--- src/rtl/alu_seq.sv ---
// Registered, handshaked ALU with status flags and an optional iterative shift-add multiplier.
// Define ALU_MUL_EN to build the multi-cycle MUL path. Without it, opcode 6 returns zero in one cycle.
module alu_seq #(
  parameter int unsigned N = 16
) (
  input  logic         clk,
  input  logic         reset,
  input  logic         in_valid,
  output logic         in_ready,
  input  logic [N-1:0] ALU_in_1,
  input  logic [N-1:0] ALU_in_2,
  input  logic [2:0]   ALU_control,
  output logic         out_valid,
  input  logic         out_ready,
  output logic [N-1:0] ALU_out,
  output logic         Zero_flag,
  output logic         Carry_flag,
  output logic         Overflow_flag,
  output logic         Neg_flag
);

  localparam int unsigned CW = $clog2(N);
  localparam int unsigned AW = 2 * N;

  localparam logic [2:0] OP_ADD = 3'd0;
  localparam logic [2:0] OP_SUB = 3'd1;
  localparam logic [2:0] OP_AND = 3'd2;
  localparam logic [2:0] OP_OR  = 3'd3;
  localparam logic [2:0] OP_SLT = 3'd4;
  localparam logic [2:0] OP_SHL = 3'd5;
  localparam logic [2:0] OP_MUL = 3'd6;
  localparam logic [2:0] OP_SHR = 3'd7;

  typedef enum logic [1:0] {
    S_IDLE = 2'd0,
    S_HOLD = 2'd1
`ifdef ALU_MUL_EN
    , S_MUL = 2'd2
`endif
  } state_t;

  state_t state, state_nxt, accept_state;

  logic         accept;
  logic [N:0]   sum, diff;
  logic [CW-1:0] shamt;
  logic [N-1:0] res_c;
  logic         carry_c, ovf_c;

`ifdef ALU_MUL_EN
  logic [N-1:0]  a_q, b_q;
  logic [AW-1:0] acc, acc_nxt;
  logic [CW-1:0] count;
  logic          mul_last;
`endif

  assign accept    = in_valid && in_ready;
  assign Zero_flag = (ALU_out == '0);
  assign Neg_flag  = ALU_out[N-1];

  // State register
  always_ff @(posedge clk) begin
    if (reset) state <= S_IDLE;
    else       state <= state_nxt;
  end

  // Next state; an accepted op goes to HOLD unless it is a multiply
  always_comb begin
    state_nxt    = state;
    accept_state = S_HOLD;
`ifdef ALU_MUL_EN
    if (ALU_control == OP_MUL) accept_state = S_MUL;
`endif
    case (state)
      S_IDLE: if (accept) state_nxt = accept_state;
`ifdef ALU_MUL_EN
      S_MUL:  if (mul_last) state_nxt = S_HOLD;
`endif
      S_HOLD: if (out_ready) state_nxt = in_valid ? accept_state : S_IDLE;
      default: state_nxt = S_IDLE;
    endcase
  end

  // Handshake outputs; HOLD can hand off and accept in the same cycle
  always_comb begin
    in_ready  = 1'b0;
    out_valid = 1'b0;
    case (state)
      S_IDLE: in_ready = 1'b1;
      S_HOLD: begin
        out_valid = 1'b1;
        in_ready  = out_ready;
      end
      default: ;
    endcase
  end

  // Single-cycle datapath
  always_comb begin
    sum     = {1'b0, ALU_in_1} + {1'b0, ALU_in_2};
    diff    = {1'b0, ALU_in_1} - {1'b0, ALU_in_2};
    shamt   = ALU_in_2[CW-1:0];
    res_c   = '0;
    carry_c = 1'b0;
    ovf_c   = 1'b0;
    case (ALU_control)
      OP_ADD: begin
        res_c   = sum[N-1:0];
        carry_c = sum[N];
        ovf_c   = (ALU_in_1[N-1] == ALU_in_2[N-1]) && (sum[N-1] != ALU_in_1[N-1]);
      end
      OP_SUB: begin
        res_c   = diff[N-1:0];
        carry_c = diff[N];
        ovf_c   = (ALU_in_1[N-1] != ALU_in_2[N-1]) && (diff[N-1] != ALU_in_1[N-1]);
      end
      OP_AND: res_c = ALU_in_1 & ALU_in_2;
      OP_OR:  res_c = ALU_in_1 | ALU_in_2;
      OP_SLT: res_c = {{(N-1){1'b0}}, ($signed(ALU_in_1) < $signed(ALU_in_2))};
      OP_SHL: res_c = ALU_in_1 << shamt;
      OP_SHR: res_c = ALU_in_1 >> shamt;
      default: ;
    endcase
  end

`ifdef ALU_MUL_EN
  // One multiplier bit per cycle, LSB first
  always_comb begin
    mul_last = (count == CW'(N - 1));
    acc_nxt  = acc;
    if (b_q[count]) acc_nxt = acc + (AW'(a_q) << count);
  end

  always_ff @(posedge clk) begin
    if (reset) begin
      a_q   <= '0;
      b_q   <= '0;
      acc   <= '0;
      count <= '0;
    end else if (accept && accept_state == S_MUL) begin
      a_q   <= ALU_in_1;
      b_q   <= ALU_in_2;
      acc   <= '0;
      count <= '0;
    end else if (state == S_MUL) begin
      acc   <= acc_nxt;
      count <= count + CW'(1);
    end
  end
`endif

  // Result and flag registers stay frozen until the next result lands
  always_ff @(posedge clk) begin
    if (reset) begin
      ALU_out       <= '0;
      Carry_flag    <= 1'b0;
      Overflow_flag <= 1'b0;
    end else begin
`ifdef ALU_MUL_EN
      if (state == S_MUL) begin
        if (mul_last) begin
          ALU_out       <= acc_nxt[N-1:0];
          Carry_flag    <= |acc_nxt[AW-1:N];
          Overflow_flag <= 1'b0;
        end
      end else
`endif
      if (accept && accept_state == S_HOLD) begin
        ALU_out       <= res_c;
        Carry_flag    <= carry_c;
        Overflow_flag <= ovf_c;
      end
    end
  end

endmodule
--- config.mk ---
export PLATFORM = sky130hd
export DESIGN_NAME = alu_seq
export DESIGN_NICKNAME = d
export VERILOG_FILES = /design/src/rtl/alu_seq.sv
export SDC_FILE = /design/constraint.sdc
export NUM_CORES = 1
export LEC_CHECK = 0
export BUFFER_PORTS_ARGS = -buffer_cell sky130_fd_sc_hd__buf_4
export CAP_MARGIN = 30
export CORE_ASPECT_RATIO = 1.2
export CORE_MARGIN = 4
export CORE_UTILIZATION = 55
export CTS_BUF_LIST = sky130_fd_sc_hd__clkbuf_8
export DETAILED_ROUTE_END_ITERATION = 12
export PLACE_DENSITY = 0.77
export SYNTH_ARGS = -nofsm -noshare
export SYNTH_HDL_FRONTEND = slang
export SYNTH_SLANG_ARGS = --single-unit
--- constraint.sdc ---
create_clock -name clk -period 4.55 [get_ports clk]
set_input_delay 0 -clock clk [delete_from_list [all_inputs] [get_ports clk]]
set_output_delay 0 -clock clk [all_outputs]
set_load 0.02 [all_outputs]
==> results.toml <==
[outcome]
outcome = "completed"

[sta]
fmax_mhz = 363.6
setup_viol = 0
setup_tns_ns = 0
finalHoldViolations = 0
whs_ns = 0.06827
period_needed_ns = 2.750
fin_ws_ns = 1.800
relSlewSlack_pct = 40.33
tightest_slew_ns = 0.8950
rsz0062_at_grt = "false"
finClkSkew_ns = 0.002188
report.final.slew_viol_count = 0
fin_crit_sh_pct = 60.44

[worst_setup_path]
r2r_end = "ALU_out[14]"
required_ns = 4.73
reg2reg_slack_ns = 2.13
worst_setup_path_start_kind = "input pin"
timing.rr.start = "state[0]"
cp.arrival_ns = 2.93
worst_setup_path_end_kind = "flip-flop"
worst-setup-path-type = "in2reg"
endpoint = "ALU_out[0]"
rr_worst_depth = 7
crit_start = "ALU_in_2[2]"
cp_max_fo = 46

[clock_tree]
cts_buffers = 3
clockRootBuffer = "clkbuf_8"
clk_pin_slew_ns = 0.08
clock-sinks = 19
postCtsSetupBuffers = 0
cts_max_level = 1
cts_buffer_depth = 2
insertion_delay_ns = 0.26
cts_tree = "done"

[floorplanning]
placement_rows = 35
io-pin-count = 61
die_w_um = 89.73
die_h_um = 106.1
start_util_pct = 56.87
die_area_sq_um = 9517
core_region_area_sq_um = 7751

[placement]
place_area_sq_um = 4725
dp_hpwl_um = 12260
portBuffers = 60
post-place-cells = 720
pre_cts_slack_ns = 1.560
gp_congestion = 0.9455

[final_layout]
drive_above_1_share_pct = 14.06
utilization_pct = 61.68
final_area_sq_um = 4781
fin_cells = 725
diodes = 0
nFillCells = 753
fin_nets = 728
syn_to_final_growth_pct = 8.459

[synth]
ys_seq_area_share_pct = 8.629
synth_nets = 704
syn-cell-area_sq_um = 4408
synth-edff-count = 0
synthTopCellsByArea = "ha_1, dfxtp_1, a21oi_1"
ys_ff_latch = 19
yosys-top-cells-count = "nor2_1, a21oi_1, ha_1"
synthCells = 610
yosysWarnings = 0
async_flop_share_pct = 0
synth_most_common_cell = "nor2_1"
netlist.area_leader.share_pct = 15.04
ys.flop_type = "dfxtp_1"
avgSynthCellArea_sq_um = 7.226
netlist.top_cell.by_area = "ha_1"
synth.distinct_cells = 73

[power]
power.total_uw = 830.5
cellPowerDensity_nw_per_um2 = 173.7
p_leak_nw = 2.111
ir_worst_vdd_v = 0.00009311

[routing]
via_per_inst = 6.793
totalWireLength_um = 15320
first_pass_iters = 7
num_vias = 4925
wl_per_cell_um = 21.14
route.detailed.drc = 0
antenna_left = 0
drt_iter0_drc = 636

[global_routing]
grt_use_total_pct = 31.44
grt_max_degree = 48
gr-total-overflow = 0
antenna_found_initial = 1
grt_pass1_vias = 4594
grt_pass1_wl_um = 24350

[run]
drv_cap = 0

[min_path]
min-delay-path-class = "in2reg"
[kinds of logic (layout without fill, tap and decap cells)]
group / count (synthesis) / in the layout / share of synthesized area [%]
xor+xnor: 13 / 13 / 2.583
compound gates: 215 / 215 / 33.13
mux: 34 / 34 / 9.849
fa+ha+maj: 55 / 55 / 15.95
simple gates: 184 / 184 / 20.04
flops: 19 / 19 / 8.629
buf+inv: 90 / 113 / 9.821
[worst min-delay path by stage]
| stage | from | to | slack [ns] | cells past startpoint |
|---|---|---|---|---|
| global placement | in_valid | state[0] | 0.26 | 3 |
| finish | ALU_in_1[15] | Overflow_flag | 0.07 | 3 |
| CTS | ALU_in_1[15] | Overflow_flag | 0.06 | 3 |
| floorplan | in_valid | state[0] | 0.13 | 2 |
| detailed placement | in_valid | state[0] | 0.27 | 3 |
| global route | ALU_in_1[15] | Overflow_flag | 0.08 | 3 |
[cell type report]
| cell class | count | area [sq um] | area share [%] |
|---|---|---|---|
| clock inverter | 1 | 5.005 | 0.1047 |
| tap | 92 | 115.1 | 2.408 |
| multi-input combinational | 501 | 3595 | 75.19 |
| inverter | 47 | 176.4 | 3.690 |
| sequential | 19 | 380.4 | 7.956 |
| timing repair buffer | 62 | 467.9 | 9.788 |
| clock buffer | 3 | 41.29 | 0.8636 |
[power by group]
group	leakage (nW)	internal, mW	switching [mW]
Sequential	0.155	0.176	0.0106
Clock	0.0255	0.0612	0.0649
Combinational	1.93	0.200	0.318
Total	2.11	0.437	0.393
[critical path: stages]
cell      delay [ns]
buf_4           0.37
inv_1           0.38
ha_1            0.51
o21bai_1        0.15
a2111o_1        0.42
and3_4          0.18
o41ai_4         0.37
o21a_1          0.18
nand4_1         0.11
a221oi_2        0.24
[registers in the layout (all words and copies together), names as in the netlist]
| name | count |
|---|---|
| Carry_flag | 1 |
| ALU_out | 16 |
| state | 1 |
| Overflow_flag | 1 |
[timing repair]
action                                  in CTS  in global routing
endpoints found under the hold margin        1                  0
hold buffers                                 1                  0
endpoints found under the setup margin       0                  0
resized for setup                            0                  0
[routing by layer]
metal  track usage, %  vias up  wire, um
li1                 -     2300         -
met1            40.67     2282      6176
met2            52.47      289      7082
met3            5.662       52      1433
met4            11.28        2       617
met5                0        -        13
[cells in the final DEF (no fill, tap or decap), types with 11 or more instances in the layout]
cell type | synthesis | routed
mux2i_1 | 22 | 22
nand2_1 | 47 | 47
nor2_1 | 61 | 61
nand3_1 | 11 | 11
inv_1 | 46 | 46
a21oi_1 | 55 | 55
a211oi_1 | 23 | 23
o21ai_0 | 40 | 40
dfxtp_1 | 19 | 19
ha_1 | 53 | 53
nor3_1 | 14 | 14
buf_4 | 2 | 61
Power figures use the tool's default switching activity.
